[src/rtl/wb_pkg.sv]
// Shared types and constants for the write-back stage: entry layout,
// occupancy encoding and the zero-register write filter.
package wb_pkg;

    localparam int ADDR_W = 5;
    localparam int DATA_W = 64;
    localparam logic [ADDR_W-1:0] ZERO_REG = 5'd31;

    typedef struct packed {
        logic              wr_en;
        logic [ADDR_W-1:0] addr;
        logic [DATA_W-1:0] data;
    } wb_entry_t;

    // Occupancy encoded as {main_valid, skid_valid}; 2'b01 is never entered.
    typedef enum logic [1:0] {
        ST_EMPTY = 2'b00,
        ST_ONE   = 2'b10,
        ST_FULL  = 2'b11
    } wb_state_e;

    function automatic logic writes_reg(input wb_entry_t e);
        return e.wr_en && (e.addr != ZERO_REG);
    endfunction

endpackage

[src/rtl/wb_entry_reg.sv]
// One write-back slot: a wb_entry_t payload with its valid flag.
// clear drops the valid flag and takes priority over load.
module wb_entry_reg
    import wb_pkg::*;
(
    input  logic      clk_i,
    input  logic      rst_ni,
    input  logic      load_i,
    input  logic      clear_i,
    input  wb_entry_t entry_i,
    output logic      valid_o,
    output wb_entry_t entry_o
);

    logic      valid_d, valid_q;
    wb_entry_t entry_d, entry_q;

    always_comb begin
        valid_d = valid_q;
        entry_d = entry_q;
        if (clear_i) begin
            valid_d = 1'b0;
        end else if (load_i) begin
            valid_d = 1'b1;
            entry_d = entry_i;
        end
    end

    // NOTE: the payload is reset too so addr_o/data_o read 0 out of reset;
    // state is updated with <= only, so both slots update from pre-edge values.
    always_ff @(posedge clk_i or negedge rst_ni) begin
        if (!rst_ni) begin
            valid_q <= 1'b0;
            entry_q <= '0;
        end else begin
            valid_q <= valid_d;
            entry_q <= entry_d;
        end
    end

    assign valid_o = valid_q;
    assign entry_o = entry_q;

endmodule

[src/rtl/wb_write_stage.sv]
// Registered write-back stage with a 2-entry skid buffer feeding the
// register-file write port; writes to the zero register are suppressed.
module wb_write_stage
    import wb_pkg::*;
(
    input  logic              clk_i,
    input  logic              rst_ni,
    input  logic              valid_i,
    output logic              ready_o,
    input  logic              wr_en_i,
    input  logic [ADDR_W-1:0] addr_i,
    input  logic [DATA_W-1:0] data_i,
    input  logic              flush_i,
    output logic              valid_o,
    input  logic              ready_i,
    output logic              wr_en_o,
    output logic [ADDR_W-1:0] addr_o,
    output logic [DATA_W-1:0] data_o
);

    logic      main_valid, skid_valid;
    wb_entry_t main_entry, skid_entry;
    wb_entry_t in_entry, main_next;
    logic      main_load, main_clear, skid_load, skid_clear;
    logic      accept, drain;
    wb_state_e state;

    assign in_entry = '{wr_en: wr_en_i, addr: addr_i, data: data_i};
    assign state    = wb_state_e'({main_valid, skid_valid});

    // ready_o is the inverted skid flag, so it never sees ready_i or valid_i.
    assign ready_o = !skid_valid;
    assign accept  = valid_i && ready_o;
    assign drain   = main_valid && ready_i;

    // NOTE: every always_comb output gets a default first so no latch is inferred.
    always_comb begin
        main_load  = 1'b0;
        main_clear = 1'b0;
        skid_load  = 1'b0;
        skid_clear = 1'b0;
        main_next  = in_entry;
        if (flush_i) begin
            main_clear = 1'b1;
            skid_clear = 1'b1;
        end else begin
            unique case (state)
                ST_EMPTY: main_load = accept;
                ST_ONE: begin
                    if (accept) begin
                        main_load = drain;
                        skid_load = !drain;
                    end else begin
                        main_clear = drain;
                    end
                end
                ST_FULL: begin
                    if (drain) begin
                        main_load  = 1'b1;
                        main_next  = skid_entry;
                        skid_clear = 1'b1;
                    end
                end
                default: begin
                    main_clear = 1'b1;
                    skid_clear = 1'b1;
                end
            endcase
        end
    end

    wb_entry_reg u_main (
        .clk_i   (clk_i),
        .rst_ni  (rst_ni),
        .load_i  (main_load),
        .clear_i (main_clear),
        .entry_i (main_next),
        .valid_o (main_valid),
        .entry_o (main_entry)
    );

    wb_entry_reg u_skid (
        .clk_i   (clk_i),
        .rst_ni  (rst_ni),
        .load_i  (skid_load),
        .clear_i (skid_clear),
        .entry_i (in_entry),
        .valid_o (skid_valid),
        .entry_o (skid_entry)
    );

    assign valid_o = main_valid;
    assign wr_en_o = main_valid && writes_reg(main_entry);
    assign addr_o  = main_entry.addr;
    assign data_o  = main_entry.data;

endmodule

[config.mk]
export PLATFORM = sky130hd
export DESIGN_NAME = wb_write_stage
export DESIGN_NICKNAME = d
export VERILOG_FILES = /design/src/rtl/wb_pkg.sv /design/src/rtl/wb_entry_reg.sv /design/src/rtl/wb_write_stage.sv
export SDC_FILE = /design/constraint.sdc
export NUM_CORES = 1
export LEC_CHECK = 0
export ABC_AREA = 1
export CORE_UTILIZATION = 55
export CTS_BUF_LIST = sky130_fd_sc_hd__clkbuf_16
export DETAILED_ROUTE_END_ITERATION = 8
export DONT_BUFFER_PORTS = 1
export PLACE_DENSITY = 0.75
export SLEW_MARGIN = 10
export SYNTH_ARGS = -nofsm -noshare
export SYNTH_HDL_FRONTEND = slang
export SYNTH_SLANG_ARGS = --single-unit
[constraint.sdc]
create_clock -name clk_i -period 1.8 [get_ports clk_i]
set_clock_uncertainty 0.1 [all_clocks]
set_input_delay 0.09 -clock clk_i [delete_from_list [all_inputs] [get_ports clk_i]]
set_output_delay 0.09 -clock clk_i [all_outputs]
set_load 0.005 [all_outputs]
==> results.md <==
- Failing checks: negative hold slack, negative setup slack
- Synth top area cells: dfrtp_1, nand2_1, nand3_1
- Synth Net Count: 1,025
- Wire per inst: 20.99 um
- Synth cell types: 16
- Yosys reg bits: 142
- Maximum clock path buffer count: 2
- Clock power frac: 25.2%
- DP HPWL: 10.58 mm
- Buffers on Ports: 0
- Critical Path RT: 2070 ps
- Mux cell area share after synthesis: 0%
- Outcome: complete, but fails checks
- Synth Area in XOR/XNOR: 0%
- Die area: 13,550 sq um
- Synthesis Warnings: 0
- ANT nets after route: 0
- Met2 routed WL: 12.10 mm
- Hold Buf Count CTS: 72
- Post-Synth Simple-Gate Area: 38.16%
- Worst ir drop on vdd: 0.9356 mV
- Post-Synthesis Cells: 946
- CTS tree: yes
- Top sig layer: met4
- Crit start category: register
- Worst Path Arrival: 2240 ps
- Clk sinks: 142
- DR vias: 6,933
- TNS Setup: -11,560 ps
- Max-slew violation count: 0
- Met3 Wirelength: 2.251 mm
- Commonest non-fill, non-tap cells in the layout: nand2_1, nand3_1, dfrtp_1
- Crit. End Element: register
- Drt initial violations: 758
- Via/cell ratio: 5.910
- Synthesized area: 7201 sq um
- Crit Reg-Reg Startpoint: u_skid.valid_o
- Worst hold slack: -744.7 ps
- Slew HR: 75.00%
- Mean Syn Cell Area: 7.612 sq um
- Complex-gate fraction of the synthesized area: 0.2085%
- P_int: 10,620 uW
- Worst Reg-to-Reg Cells: 12
- Clk pin slew, worst setup/hold paths: 60 ps
- Combinational power share: 37.5%
- Max Clk Rate: 506.8 MHz
- Standard-cell rows: 41
- Root buffer cell: clkbuf_16
- Post-route insts no fill: 1,173
- Commonest non-fill, non-tap cell in the layout: nand2_1
- Overall Power: 16,810 uW
- Vias in the first global route: 6,589
- Leak: 0.005102 uW
- Share of power burned in registers: 37.4%
- Worst Max-Slew Pin Slew: 375.1 ps
- Largest net degree at the start of global routing: 143
- Core ar.: 12,670 sq um
- Die extent in y: 116.4 um
- Worst R2R Setup Slack: -170 ps
- GP Congestion: 0.7574
- Fillers: 802
- Post-synthesis adder-cell area fraction: 0.6950%
- Die Width: 116.4 um
- FF-to-FF End: u_main.entry_o[9]
- First-pass GRT wire length: 33.40 mm
- # setup viols final: 138
- WL final: 24.62 mm
- Worst hold path class: in -> async
- Final-report hold violation count: 143
- Drt pass-1 iters: 6
- Clk Latency, worst-skew pair: 430 ps
- Area grow syn2layout: 40.90%
- Main combinational cell family by area after synthesis: simple AND/OR/NAND/NOR gates
- GRT Total Usage: 32.99%
- Initial antenna violation count: 0
- Starting Density: 56.83%
- Layout cells sized above 1: 28.87%
- Sequential share of the synthesized area: 49.35%
- DRC: 0
- Sw Ratio: 36.80%
- Crit Path Max Fanout: 5
- Area leader, netlist: dfrtp_1
- Max-Cap Viols: 0
- CTS H-tree lvls: 4
- # IOs: 147
- Final Critical Period: 1973 ps
- Top-area cell type share of the netlist area: 49.35%
- RSZ-0062 raised after global routing: true
- CTS buffer count: 17
- Switch Pwr: 6186 uW
- Worst setup margin: -173.3 ps
- Global route overflow: 0
- Pwr Density: 1657 nW/um^2
- Wl on met1: 9.052 mm
- # diodes: 0
- Inst Count DP: 1,016
- Period utilisation layout: 109.6%
- Nets: 1,068
- Critical path class: reg -> reg
-- layer usage --
metal	global-route usage, %	up-vias
li1	-	3049
met1	41.24	3307
met2	54.12	457
met3	7.421	120
met4	16.15	0
met5	0	-
-- logic make-up (layout without fill, tap and decap cells) --
| family | count (synthesis) | after routing |
|---|---|---|
| buf+inv | 144 | 199 |
| flops | 142 | 142 |
| fa+ha+maj | 4 | 4 |
| simple gates | 653 | 653 |
| compound gates | 3 | 3 |
-- cells in the mapped netlist --
master	count
inv_1	8
buf_2	28
nand2_1	430
nand3_2	1
nand3_1	214
ha_1	4
nor3_4	1
dfrtp_1	142
buf_1	3
nor2_4	1
inv_2	4
nor2_1	5
nand2_2	1
o21ai_0	3
clkbuf_1	32
buf_4	69
-- state kept, by name, indices dropped and copies added, names as in the netlist --
signal and flops:
u_main.entry_o 70, u_main.valid_o 1, u_skid.entry_o 70, u_skid.valid_o 1
-- how the worst max path moves through the flow --
stage / startpoint / endpoint / slack [ps] / cells past startpoint
after detailed placement: u_skid.valid_o / u_main.entry_o[35] / -100 / 10
after global routing: u_main.valid_o / u_main.entry_o[25] / -240 / 11
after CTS: u_main.valid_o / u_main.entry_o[35] / -50 / 11
after global placement: u_skid.valid_o / u_main.entry_o[37] / -60 / 10
final: u_skid.valid_o / u_main.entry_o[9] / -170 / 12
after floorplan: u_main.valid_o / u_main.entry_o[0] / 70 / 10
-- critical path, stage by stage (launching register included) --
cell       delay, ps
dfrtp_1          410
inv_2            140
ha_4             230
nand2_2           60
nand2_2           60
inv_1             90
nand2_2           80
nor2_4           130
buf_6            130
buf_6            120
clkbuf_16        150
nand3_1          120
nand2_2          100
-- stage by stage --
step                util (%)  setup WS, ps  area [sq um]  hold WS (ps)
floorplan                  -         73.77          7201        -305.6
global placement       55.16        -56.82          6989        -302.3
detailed placement     55.16        -99.41          6989        -302.6
CTS                    72.63        -52.03          9203        -756.7
global route           80.07        -244.7         10150        -758.8
finish                 80.07        -173.3         10150        -744.7
-- power groups by stage --
stage,clock network [uW],registers (uW),logic [uW]
after floorplan,0,5420,3540
after global placement,0,5770,3250
after detailed placement,0,5830,3390
after CTS,4220,5830,4770
after global routing,4380,6460,6800
final,4230,6280,6300
-- cell type report --
type	count	area, sq um	share of cell area (%)
Sequential cell	142	3553	35.02
Multi-Input combinational cell	660	3543	34.92
Timing Repair Buffer	156	2086	20.56
Clock buffer	17	425.4	4.193
Clock inverter	14	270.3	2.664
Tap cell	172	215.2	2.121
Inverter	12	52.55	0.5179
-- timing repair --
action / 4_1_cts / 5_1_grt
cloned: 13 / 14
endpoints found under the setup margin: 142 / 142
pin swaps: 9 / 8
setup buffers: 28 / 6
gates resized for setup: 65 / 207
endpoints found under the hold margin: 284 / 142
No activity file was read; power rests on OpenSTA's default activity.
